### src/rtl/adc_pkg.sv
// Shared ADC link definitions: receiver state encoding and the default conversion word width.
package adc_pkg;

    localparam int unsigned ADC_WORD_WIDTH = 12;

    typedef enum logic [1:0] {
        IDLE  = 2'd0,
        SHIFT = 2'd1,
        DONE  = 2'd2
    } adc_rx_state_t;

endpackage

### src/rtl/edge_detect.sv
// Single-bit edge detector: registers the input and flags rising/falling transitions.
module edge_detect #(
    parameter logic RESET_VAL = 1'b0
) (
    input  logic clk_i,
    input  logic rst_i,
    input  logic sig_i,
    output logic rise_o,
    output logic fall_o
);

    logic sig_q;

    always_ff @(posedge clk_i) begin
        if (rst_i) begin
            sig_q <= RESET_VAL;
        end else begin
            sig_q <= sig_i;
        end
    end

    assign rise_o = sig_i & ~sig_q;
    assign fall_o = ~sig_i & sig_q;

endmodule

### src/rtl/adc_serial_rx.sv
// Capture end of the ADC serial link: MSB-first shifter framed by cs_n, with
// short-frame and inter-edge timeout detection.
module adc_serial_rx
    import adc_pkg::*;
#(
    parameter int unsigned DATA_WIDTH     = ADC_WORD_WIDTH,
    parameter bit          SAMPLE_RISING  = 1'b1,
    parameter int unsigned TIMEOUT_CYCLES = 64,
    parameter int unsigned CNT_WIDTH      = $clog2(DATA_WIDTH + 1),
    parameter int unsigned TO_WIDTH       = $clog2(TIMEOUT_CYCLES + 1)
) (
    input  logic                  clk,
    input  logic                  rst,
    input  logic                  sclk,
    input  logic                  cs_n,
    input  logic                  sdata,
    output logic [DATA_WIDTH-1:0] data_out,
    output logic                  data_valid,
    output logic                  frame_err,
    output logic                  busy
);

    logic sclk_rise, sclk_fall, cs_rise, cs_fall, sample_edge;

    edge_detect #(.RESET_VAL(1'b0)) u_sclk_edge (
        .clk_i  (clk),
        .rst_i  (rst),
        .sig_i  (sclk),
        .rise_o (sclk_rise),
        .fall_o (sclk_fall)
    );

    edge_detect #(.RESET_VAL(1'b1)) u_cs_edge (
        .clk_i  (clk),
        .rst_i  (rst),
        .sig_i  (cs_n),
        .rise_o (cs_rise),
        .fall_o (cs_fall)
    );

    assign sample_edge = SAMPLE_RISING ? sclk_rise : sclk_fall;

    adc_rx_state_t         state_q, state_d;
    logic [CNT_WIDTH-1:0]  bit_cnt_q, bit_cnt_d, cnt_upd;
    logic [TO_WIDTH-1:0]   to_cnt_q, to_cnt_d;
    logic [DATA_WIDTH-1:0] shift_q, shift_d, word;
    logic [DATA_WIDTH-1:0] data_out_q, data_out_d;
    logic                  valid_q, valid_d, err_q, err_d, busy_q, busy_d;

    assign word = {shift_q[DATA_WIDTH-2:0], sdata};

    always_comb begin
        state_d    = state_q;
        bit_cnt_d  = bit_cnt_q;
        to_cnt_d   = to_cnt_q;
        shift_d    = shift_q;
        data_out_d = data_out_q;
        valid_d    = 1'b0;
        err_d      = 1'b0;
        cnt_upd    = bit_cnt_q;
        unique case (state_q)
            IDLE: begin
                if (cs_fall) begin
                    state_d   = SHIFT;
                    bit_cnt_d = '0;
                    to_cnt_d  = '0;
                end
            end
            SHIFT: begin
                if (sample_edge) begin
                    shift_d  = word;
                    cnt_upd  = bit_cnt_q + CNT_WIDTH'(1);
                    to_cnt_d = '0;
                end else begin
                    to_cnt_d = to_cnt_q + TO_WIDTH'(1);
                end
                bit_cnt_d = cnt_upd;
                // The captured bit counts before cs_rise is judged.
                if (sample_edge && cnt_upd == CNT_WIDTH'(DATA_WIDTH)) begin
                    data_out_d = word;
                    valid_d    = 1'b1;
                    state_d    = cs_rise ? IDLE : DONE;
                end else if (cs_rise) begin
                    err_d   = (cnt_upd != '0);
                    state_d = IDLE;
                end else if (!sample_edge && to_cnt_d == TO_WIDTH'(TIMEOUT_CYCLES)) begin
                    err_d   = 1'b1;
                    state_d = IDLE;
                end
            end
            DONE: begin
                if (cs_rise) begin
                    state_d = IDLE;
                end
            end
            default: state_d = IDLE;
        endcase
        busy_d = (state_d == SHIFT);
    end

    always_ff @(posedge clk) begin
        if (rst) begin
            state_q    <= IDLE;
            bit_cnt_q  <= '0;
            to_cnt_q   <= '0;
            shift_q    <= '0;
            data_out_q <= '0;
            valid_q    <= 1'b0;
            err_q      <= 1'b0;
            busy_q     <= 1'b0;
        end else begin
            state_q    <= state_d;
            bit_cnt_q  <= bit_cnt_d;
            to_cnt_q   <= to_cnt_d;
            shift_q    <= shift_d;
            data_out_q <= data_out_d;
            valid_q    <= valid_d;
            err_q      <= err_d;
            busy_q     <= busy_d;
        end
    end

    assign data_out   = data_out_q;
    assign data_valid = valid_q;
    assign frame_err  = err_q;
    assign busy       = busy_q;

endmodule
### config.mk
export PLATFORM = sky130hd
export DESIGN_NAME = adc_serial_rx
export DESIGN_NICKNAME = d
export VERILOG_FILES = /design/src/rtl/adc_pkg.sv /design/src/rtl/edge_detect.sv /design/src/rtl/adc_serial_rx.sv
export SDC_FILE = /design/constraint.sdc
export NUM_CORES = 1
export LEC_CHECK = 0
export ABC_AREA = 1
export BUFFER_PORTS_ARGS = -buffer_cell sky130_fd_sc_hd__buf_2
export CAP_MARGIN = 20
export CORE_UTILIZATION = 51
export DETAILED_ROUTE_END_ITERATION = 8
export HOLD_SLACK_MARGIN = 0.15
export PLACE_DENSITY_LB_ADDON = 0.3
export SYNTH_ARGS = -nofsm -noshare
export SYNTH_HDL_FRONTEND = slang
export SYNTH_SLANG_ARGS = --single-unit
### constraint.sdc
create_clock -name clk -period 1.5 [get_ports clk]
set_input_delay 0.15 -clock clk [delete_from_list [all_inputs] [get_ports clk]]
set_output_delay 0.15 -clock clk [all_outputs]
set_load 0.02 [all_outputs]
==> results by group <==
Layout
  – N_diodes: 0
  – Final Net Count: 275
  – Core Util, Final: 68.3%
  – Area growth from synthesis to layout: 23.7%
  – Layout cells sized above 1: 23.8%
  – Register area: 830 µm²
  – Commonest non-fill, non-tap cell in the layout: nor2_1
  – Fillers: 271
  – Most frequent cells in the layout: nor2_1 (57), dfxtp_1 (36), nand2_1 (31)
  – Final Non-Filler Cells: 313
  – Multi-input combinational cell area: 830 µm²

Floorplan
  – Die Wd: 60.2 µm
  – Num ports: 20
  – Core footprint: 3130 µm²
  – Die H: 60.2 µm
  – Die area: 3620 µm²
  – Placement row count: 20
  – Initial core utilization: 55.2%

Critical path
  – Worst Path Required: 1.80 ns
  – Crit Path Max Fanout: 4
  – Worst r2r src: bit_cnt_q[1]$_SDFFE_PP0P_
  – Reg2Reg Capture Point: data_out[4]$_SDFFE_PP0P_
  – Crit. End Element: flip-flop
  – Setup Crit Path Kind: flip-flop to flip-flop
  – R2R cell count: 7
  – CP Launch Type: flip-flop
  – Reg-to-reg setup timing slack: 0.009 ns
  – CP arrival: 1.79 ns

STA
  – Clk_skew: 0.00689 ns
  – # setup viols final: 0
  – Relative slew slack: 71.9%
  – Fmax: 671 MHz
  – Final Cycle Share: 99.4%
  – Fin crit period: 1.49 ns
  – Min Hold Slack: 0.315 ns
  – RSZ-0062 raised after global routing: yes
  – Slew Viols, Final: 0
  – Slew @ Worst Pin: 0.418 ns
  – Post-Route Setup TNS: 0 ns
  – Final Hold Fails: 0

Logic synthesis
  – Yosys Warn Count: 0
  – Number of synthesized register bits: 41
  – Dominant synthesized flop cell: dfxtp_1
  – Syn_nets: 239
  – Post-synth cell types: 28
  – Seq/Total Area, Yosys: 47.5%
  – Syn avg cell area: 7.45 µm²
  – Post-Syn Area: 1730 µm²
  – Post-synth EDFFs: 0
  – Async SR Flop Fraction: 0%
  – Cells after Synth: 232

Routing
  – Via/cell ratio: 5.06
  – First-pass iteration count of the detailed router: 4
  – Initial DRC Count: 81
  – Vias: 1,584
  – Routed wire per std cell: 11.2 µm
  – Routed WL: 3520 µm
  – ANT nets after route: 0
  – # DRC: 0

GRT
  – Number of global-route vias before repair: 1,348
  – Global-route wire length before repair: 5820 µm
  – Total global-route track usage: 21.9%
  – Antenna violations before repair: 0
  – Global route total overflow: 0
  – Pin count of the biggest net entering global routing: 26

Flow run
  – Max-cap violations: 0

Min path
  – Hold Startpoint: sclk
  – Worst Hold Class: input pin to flip-flop
  – Endpoint, Worst Hold: to_cnt_q[1]$_SDFFE_PP0P_
  – Hold Crit Depth: 5

Clock network
  – Clock tree buffer depth: 2
  – Root Buffer: clkbuf_4
  – Clock Latency Late Sink: 0.36 ns
  – Sink Count: 41
  – Clock buffer count from CTS: 5
  – CTS tree: done
  – Htree depth: 2
  – Clk slew on worst S/H paths: 0.13 ns

Power and ir drop
  – VDD IR max: 0.000787 V
  – Design Power: 2.09 mW
  – Pleak: 0.978 nW
  – PD cells: 978 nW/µm²

Place
  – I/O Buffers: 19
  – Dpl cells: 297
  – GP Congestion: 0.896
  – Post-DP HPWL: 2320 µm

Outcome
  – Outcome: complete, no violations
==> worst max path at each step <==
stage | startpoint | to | slack (ns) | depth (start not counted)
6_report | bit_cnt_q[1]$_SDFFE_PP0P_ | data_out[4]$_SDFFE_PP0P_ | 0.009 | 7
4_1_cts | bit_cnt_q[1]$_SDFFE_PP0P_ | data_out[10]$_SDFFE_PP0P_ | -0.009 | 7
2_1_floorplan | bit_cnt_q[0]$_SDFFE_PP0P_ | data_out[10]$_SDFFE_PP0P_ | 0.004 | 8
3_3_place_gp | bit_cnt_q[0]$_SDFFE_PP0P_ | busy$_SDFF_PP0_ | 0.01 | 7
3_5_place_dp | bit_cnt_q[1]$_SDFFE_PP0P_ | data_out[9]$_SDFFE_PP0P_ | -0.002 | 7
5_1_grt | bit_cnt_q[1]$_SDFFE_PP0P_ | data_out[4]$_SDFFE_PP0P_ | -0.07 | 7
==> power by group <==
group | internal [mW] | switching, mW | total, mW
registers | 1.12 | 0.0197 | 1.14
clock network | 0.396 | 0.378 | 0.774
logic | 0.0720 | 0.107 | 0.179
total | 1.59 | 0.505 | 2.09
==> stage by stage <==
stage / instance area, µm² / worst slack [ns]
2_1_floorplan: 1730 / 0.00445
3_3_place_gp: 1900 / 0.0138
3_5_place_dp: 1900 / -0.00238
4_1_cts: 2050 / -0.00949
5_1_grt: 2140 / -0.0673
6_report: 2140 / 0.00869
==> logic make-up (layout without fill, tap and decap cells) <==
kind of cell | count (synthesis) | count (layout) | share of synthesized area, %
AOI/OAI and AO/OA | 46 | 46 | 14.8
DFF | 41 | 41 | 47.5
and+or+nand+nor | 114 | 114 | 28.7
adders and majority gates | 2 | 2 | 1.45
buffers and inverters | 29 | 66 | 7.60
==> layer usage <==
layer	up-vias	wire (µm)	track usage (%)
li1	827	-	-
met1	727	1780	28.3
met2	25	1540	33.1
met3	5	137	6.28
met4	0	63	10.6
met5	-	0	0
==> what timing repair did <==
action	4_1_cts	5_1_grt
gates resized for setup	2	24
gates cloned	0	1
hold buffers	5	1
setup buffers	0	1
endpoints found under the setup margin	12	17
pin swaps	0	11
endpoints found under the hold margin	12	6
==> critical path: stages, from the launching register on <==
cell	delay, ns
dfxtp_4	0.38
ha_4	0.25
nor3_4	0.18
nand2_2	0.09
nor2_4	0.18
buf_4	0.17
o21ai_0	0.08
nor2_1	0.12
==> layout make-up <==
class                   instances  share of cell area, %
clock buffers                   6                   2.40
clock inverters                 2                   1.76
inverters                      21                   3.81
multi-input cells             162                   38.8
flip-flops and latches         41                   38.8
well taps                      44                   2.58
repair buffers                 37                   11.8
==> cells in the mapped netlist, types with 2 or more instances <==
master | n | share of area, %
nor2_1 | 59 | 13
dfxtp_1 | 41 | 48
nand2_1 | 33 | 7.2
o21ai_0 | 26 | 7.5
inv_1 | 18 | 3.9
a21oi_1 | 10 | 2.9
nand3_1 | 10 | 2.9
o22ai_1 | 4 | 1.4
buf_2 | 3 | 0.87
nor2_4 | 3 | 2.0
o21ai_1 | 3 | 0.87
buf_6 | 2 | 1.3
clkbuf_1 | 2 | 0.43
ha_1 | 2 | 1.4
inv_2 | 2 | 0.43
nand4_1 | 2 | 0.72
==> registers in the layout (all words and copies together) (netlist names) <==
signal,flops
bit_cnt_q,4
busy,1
data_out,12
data_valid,1
frame_err,1
shift_q,11
state_q,2
to_cnt_q,7
u_cs_edge.sig_q,1
u_sclk_edge.sig_q,1
(Power assumes the default switching activity.)
